$ cat config.mk
export PLATFORM = sky130hd
export DESIGN_NAME = instr_feeder
export DESIGN_NICKNAME = d
export VERILOG_FILES = /design/src/rtl/instr_feeder.sv
export SDC_FILE = /design/constraint.sdc
export NUM_CORES = 1
export LEC_CHECK = 0
export BUFFER_PORTS_ARGS = -buffer_cell sky130_fd_sc_hd__buf_2
export CORE_ASPECT_RATIO = 0.9
export CORE_UTILIZATION = 50
export DETAILED_ROUTE_END_ITERATION = 7
export GPL_ROUTABILITY_DRIVEN = 0
export GPL_TIMING_DRIVEN = 1
export PLACE_DENSITY = 0.78
export SLEW_MARGIN = 20
export SYNTH_ARGS = -nofsm -noshare
export SYNTH_HDL_FRONTEND = slang
export SYNTH_SLANG_ARGS = --single-unit
$ cat constraint.sdc
create_clock -name Clock -period 2.3 [get_ports Clock]
set_input_delay 0.115 -clock Clock [delete_from_list [all_inputs] [get_ports Clock]]
set_output_delay 0.115 -clock Clock [all_outputs]
set_load 0.01 [all_outputs]
$ cat src/rtl/instr_feeder.sv
// instr_feeder: fetches 9-bit instruction words from a synchronous ROM and issues
// them to the processor over DIN/Run, supplying mvi immediates and waiting for Done.
module instr_feeder #(
  parameter int ADDR_W  = 5,
  parameter int TIMEOUT = 7
) (
  input  logic              Clock,
  input  logic              Resetn,
  input  logic              Start,
  input  logic              Done,
  input  logic [8:0]        MemData,
  output logic [ADDR_W-1:0] MemAddr,
  output logic [8:0]        DIN,
  output logic              Run,
  output logic              Busy,
  output logic              Halted,
  output logic              Error,
  output logic [7:0]        IssueCount
);

  localparam int TW = (TIMEOUT < 2) ? 1 : $clog2(TIMEOUT + 1);
  localparam logic [2:0] OP_MVI  = 3'b001;
  localparam logic [2:0] OP_HALT = 3'b111;

  typedef enum logic [2:0] {
    IDLE,
    FI,
    LI,
    LM,
    ISSUE,
    EXEC,
    HALTED,
    ERROR
  } state_t;

  state_t            state;
  logic [ADDR_W-1:0] pc;
  logic [8:0]        instr_reg;
  logic [8:0]        imm_reg;
  logic [TW-1:0]     timeout_cnt;

  logic [ADDR_W-1:0] pc_plus1;
  logic [ADDR_W-1:0] pc_plus2;
  logic              instr_is_mvi;

  assign pc_plus1     = pc + ADDR_W'(1);
  assign pc_plus2     = pc + ADDR_W'(2);
  assign instr_is_mvi = (instr_reg[8:6] == OP_MVI);

  // Outputs are registered: each transition also loads the outputs the next state presents.
  always_ff @(posedge Clock) begin
    if (!Resetn) begin
      state       <= IDLE;
      pc          <= '0;
      instr_reg   <= '0;
      imm_reg     <= '0;
      timeout_cnt <= '0;
      IssueCount  <= '0;
      DIN         <= '0;
      MemAddr     <= '0;
      Run         <= 1'b0;
      Busy        <= 1'b0;
      Halted      <= 1'b0;
      Error       <= 1'b0;
    end else begin
      Run <= 1'b0;
      case (state)
        IDLE, HALTED: begin
          if (Start) begin
            state      <= FI;
            pc         <= '0;
            IssueCount <= '0;
            MemAddr    <= '0;
            Busy       <= 1'b1;
            Halted     <= 1'b0;
          end
        end
        FI: begin
          state   <= LI;
          MemAddr <= pc_plus1;
        end
        LI: begin
          instr_reg <= MemData;
          DIN       <= MemData;
          MemAddr   <= pc;
          if (MemData[8:6] == OP_HALT) begin
            state  <= HALTED;
            Busy   <= 1'b0;
            Halted <= 1'b1;
          end else if (MemData[8:6] == OP_MVI) begin
            state <= LM;
          end else begin
            state <= ISSUE;
            Run   <= 1'b1;
          end
        end
        LM: begin
          imm_reg <= MemData;
          state   <= ISSUE;
          Run     <= 1'b1;
        end
        ISSUE: begin
          state       <= EXEC;
          IssueCount  <= IssueCount + 8'd1;
          timeout_cnt <= '0;
          // The processor latches IR at this edge, so DIN can switch to the immediate for T0.
          DIN         <= instr_is_mvi ? imm_reg : instr_reg;
        end
        EXEC: begin
          if (Done) begin
            state   <= FI;
            pc      <= instr_is_mvi ? pc_plus2 : pc_plus1;
            MemAddr <= instr_is_mvi ? pc_plus2 : pc_plus1;
            DIN     <= instr_reg;
          end else if (timeout_cnt == TW'(TIMEOUT)) begin
            state <= ERROR;
            Busy  <= 1'b0;
            Error <= 1'b1;
            DIN   <= instr_reg;
          end else begin
            timeout_cnt <= timeout_cnt + TW'(1);
          end
        end
        ERROR: begin
          state <= ERROR;
        end
        default: begin
          state <= IDLE;
        end
      endcase
    end
  end

endmodule

After elaboration in Yosys (flattened, before gate mapping)
Index checks and enable logic that the tools add are counted.
{"block": "totals", "ff_bits": 55, "in_bits": 13, "out_inout_bits": 26}
{"block": "op_classes", "n_addsub": 4, "n_eq_ne": 18, "muxes": 31, "bitwise": 1, "reduce_logical": 18}
{"cell": "9-bit two-way mux", "n": 3}
{"cell": "9-bit case mux with 3 select lines", "n": 1}
{"cell": "3-bit two-way mux", "n": 7}
{"cell": "3-bit case mux with 7 select lines", "n": 1}
{"cell": "5-bit case mux with 4 select lines", "n": 1}
{"cell": "3-bit equality test, second input constant", "n": 6}
{"cell": "8-bit case mux with 2 select lines", "n": 1}
{"cell": "5-bit two-way mux", "n": 3}
{"cell": "3-bit AND reduction", "n": 5}
{"cell": "2-bit inequality test, second input constant", "n": 6}
{"cell": "5-bit case mux with 2 select lines", "n": 1}
{"cell": "3-bit by 1-bit equality test with 1-bit output, second input constant", "n": 3}
{"cell": "8-bit by 1-bit adder with 8-bit output, second input constant", "n": 1}
{"cell": "1-bit two-way mux", "n": 8}
{"cell": "8-bit two-way mux", "n": 1}
{"cell": "2-bit nonzero test", "n": 4}
{"cell": "3-bit by 2-bit equality test with 1-bit output, second input constant", "n": 2}
{"cell": "3-bit case mux with 2 select lines", "n": 1}
{"cell": "2-bit AND reduction", "n": 3}
{"cell": "3-bit nonzero test", "n": 2}
{"cell": "5-bit by 1-bit adder with 5-bit output, second input constant", "n": 1}
{"cell": "5-bit by 2-bit adder with 5-bit output, second input constant", "n": 1}
{"cell": "5-bit AND reduction", "n": 1}
{"cell": "1-bit case mux with 2 select lines", "n": 2}
{"cell": "7 further kinds", "n": 7}

Logic depth before layout (Yosys ltp)
{"block": "depth", "word_depth": 4, "ltp_mapped": 7, "ltp_nobuf": 6}

Worst setup path after synthesis
Ideal clock, no wire load.
{"block": "synth_path", "path_kind": "register to register", "startpoint": "reg timeout_cnt[0]", "endpoint": "reg DIN[3]", "setup_time_ps": 117, "arrival_time_ps": 1631, "t_required_ps": 2183, "slack_ps": 552, "path_stages_with_launch": 7, "path_cell_list": "dfxtp_1 -> ha_1 -> ha_1 -> or3b_1 -> a31oi_1 -> nor2_1 -> a22o_1"}
{"block": "synth_via", "elab_chain_len": 3}
{"item": "from (decl)", "line_no": "40", "rtl": "logic [TW-1:0] timeout_cnt;"}
{"item": "from (signal assigned)", "line_no": "121", "rtl": "timeout_cnt <= timeout_cnt + TW'(1);"}
{"item": "3-bit equality test", "line_no": "115", "rtl": "end else if (timeout_cnt == TW'(TIMEOUT)) begin"}
{"item": "3-bit inequality test (no line)"}
{"item": "2-bit AND reduction (no line)"}
{"item": "to (signal assigned)", "line_no": "107", "rtl": "DIN <= instr_is_mvi ? imm_reg : instr_reg;"}
{"item": "to (signal assigned)", "line_no": "114", "rtl": "DIN <= instr_reg;"}
{"item": "to (signal assigned)", "line_no": "119", "rtl": "DIN <= instr_reg;"}
{"item": "to (decl)", "line_no": "13", "rtl": "output logic [8:0] DIN,"}
No other way between the ends.
A chain may end at the register's enable or synchronous reset.

Worst setup path in the final report
{"block": "layout_path", "startpoint": "reg timeout_cnt[0]", "endpoint": "reg DIN[4]"}
Same word-level chain as after synthesis.

==> results.md <==
* FP Rows at 26
* Smallest hold slack at 0.0502 ns
* Setup TNS at 0 ns
* # fillers at 527
* Final Non-Filler Cells at 442
* Worst-skew pair later-pin latency at 0.32 ns
* Hold crit path type: primary input to flop
* Fin. Hold Viols at 0
* First drt pass iteration count at 5
* Ratio of cells with drive above 1 in the final layout at 0.207
* Top-area cell type share of the netlist area at 0.375
* Area delta synth->final at 11.6%
* Max clock buf depth at 2
* Synth cell types at 60
* Setup WS pre-CTS at 0.352 ns
* Hold Crit Depth at 3
* Placed Cells at 434
* Post-CTS resize count at 0
* Ys flop type: dfxtp_1
* Fin crit period at 2.00 ns
* Async SR Flop Fraction at 0
* IO Pins at 39
* GR Overflow Total at 0
* Period utilization at 0.870
* R2R depth at 6
* Clock Skew at 0.00936 ns
* Flip-flop and latch count after synthesis at 55
* First-pass GRT wire length at 10.5 mm
* # nets final at 389
* Synth area leaders: dfxtp_1 38%, mux2i_1 6.8%, a21oi_1 6.5%, nor2_1 3.5%, nand2_1 3.3%
* Wire per inst at 14.8 um
* Antenna violations before repair at 0
* Die Wd at 82.7 um
* Fmax at 500 MHz
* Clk sink count at 55
* RR Startpoint: timeout_cnt[0]
* Post-CTS Setup Repair Bufs at 0
* GRT Total Usage at 0.224
* Synth area leader: dfxtp_1
* Avg Inst Size Synth at 8.65 um2
* DP HPWL at 4.58 mm
* Lkg Pwr at 1.27 nW
* Max FO, Critical Path at 8
* Clk slew on worst S/H paths at 0.11 ns
* Crit. Startpoint: timeout_cnt[0]
* Combinational share of power at 0.262
* CTS Buf Count at 5
* Gate count of the mapped netlist at 339
* Die ar. at 6180 um2
* TritonCTS clock tree: yes
* Area of the multi-input gates at 1680 um2
* Clock share of power at 0.251
* Net count after synthesis at 357
* Vias/cell at 5.92
* Crit path kind: flop to flop
* Most common cell in the netlist: dfxtp_1
* Syn. warnings at 0
* Arr. time, crit path at 2.26 ns
* Final routed DRC violation total at 0
* Final wirelength at 6.53 mm
* Initial Util at 0.518
* Slew Limit Fails at 0
* Endpoints failing setup at 0
* CTS Root Cell: clkbuf_8
* Slew of the pin with the lowest slew margin at 0.638 ns
* Sequential fraction of the synthesis area at 0.375
* Drt initial violations at 249
* Worst vdd ir at 397 uV
* Final WS setup at 0.299 ns
* Register area at 1100 um2
* Synthesized area at 2930 um2
* Rel. slew slack at 0.574
* I/O Buffers at 38
* Seq pwr share at 0.487
* PwrDens at 682 nW/um2
* Htree depth at 2
* Largest net degree at the start of global routing at 35
* Status: complete, no violations
* Switching part of the total power at 0.339
* Crit. End Element: flop
* Hold_sp: MemData[0]
* RSZ-0062 raised after global routing: no
* Core area at 5660 um2
* Antenna-violating nets left at 0
* Switching pwr at 0.757 mW
* Vias in the first global route at 2245
* Internal power at 1.48 mW
* Most instantiated cells after synthesis: 55 x dfxtp_1, 38 x a21oi_1, 27 x nor2_1, 26 x nand2_1, 20 x mux2i_1
* Hold-fix buffers, CTS at 0
* CP Launch Type: flop
* Vias at 2617
* Max_cap viols at 0
* Ant diodes at 0
* EDFF count, synth at 0
* CP Data Required Time at 2.56 ns
* Die height at 74.7 um
## path summary, 6_finish.rpt
path,endpoint,slack [ns]
worst min-delay path,imm_reg[0],0.05
worst min register to register,Busy,0.45
worst max register to register,DIN[4],0.30
worst max-delay path,DIN[4],0.30
## area by class of cell
type / count / share of cell area
Multi-Input combinational cell: 248 / 0.512
Sequential cell: 55 / 0.336
Timing Repair Buffer: 49 / 0.0833
Tap cell: 70 / 0.0268
Clock buffer: 5 / 0.0210
Inverter: 12 / 0.0138
Clock inverter: 3 / 0.00688
## power by group through the flow
stage	Sequential (mW)	Clock, mW	Combinational, mW
floorplan	1.09	0	0.434
global route	1.10	0.609	0.642
CTS	1.09	0.572	0.581
detailed placement	1.11	0	0.578
global placement	1.11	0	0.572
finish	1.09	0.561	0.584
## logic make-up after synthesis
| kind of cell | Yosys count | share of synthesized area |
|---|---|---|
| simple gates | 118 | 0.221 |
| compound gates | 97 | 0.229 |
| flops | 55 | 0.375 |
| buf+inv | 36 | 0.0572 |
| mux | 23 | 0.0811 |
| xor+xnor | 5 | 0.0149 |
| fa+ha+maj | 5 | 0.0213 |
## layer usage
metal / routed length, um / up-vias / global-route usage / share of wire
met3: 388 / 5 / 0.0485 / 0.059
met1: 3150 / 1222 / 0.311 / 0.48
met5: 0 / - / 0 / 0
met4: 56 / 0 / 0.0613 / 0.0086
met2: 2940 / 92 / 0.352 / 0.45
li1: - / 1298 / - / -
## stage by stage
| step | utilization | total power [mW] | area [um2] |
|---|---|---|---|
| floorplan | - | 1.53 | 2930 |
| global placement | 0.562 | 1.68 | 3180 |
| detailed placement | 0.562 | 1.68 | 3180 |
| CTS | 0.578 | 2.24 | 3270 |
| global route | 0.578 | 2.35 | 3270 |
| finish | 0.578 | 2.23 | 3270 |
## worst max-delay path: stages (launching register included)
cell and delay (ns):
dfxtp_1 0.34, ha_1 0.20, ha_1 0.20, or3b_1 0.35, a31oi_1 0.31, and2_1 0.36
a22o_1 0.19
## layout by cell type (no fill, tap or decap), types with 11 or more instances in the layout
cell	n
nor2_1	27
o21ai_0	13
buf_4	11
nand3_1	18
a21oi_1	38
buf_2	38
mux2i_1	20
dfxtp_1	55
nand2_1	26
inv_1	11
No activity file was read; power rests on OpenSTA's default activity.
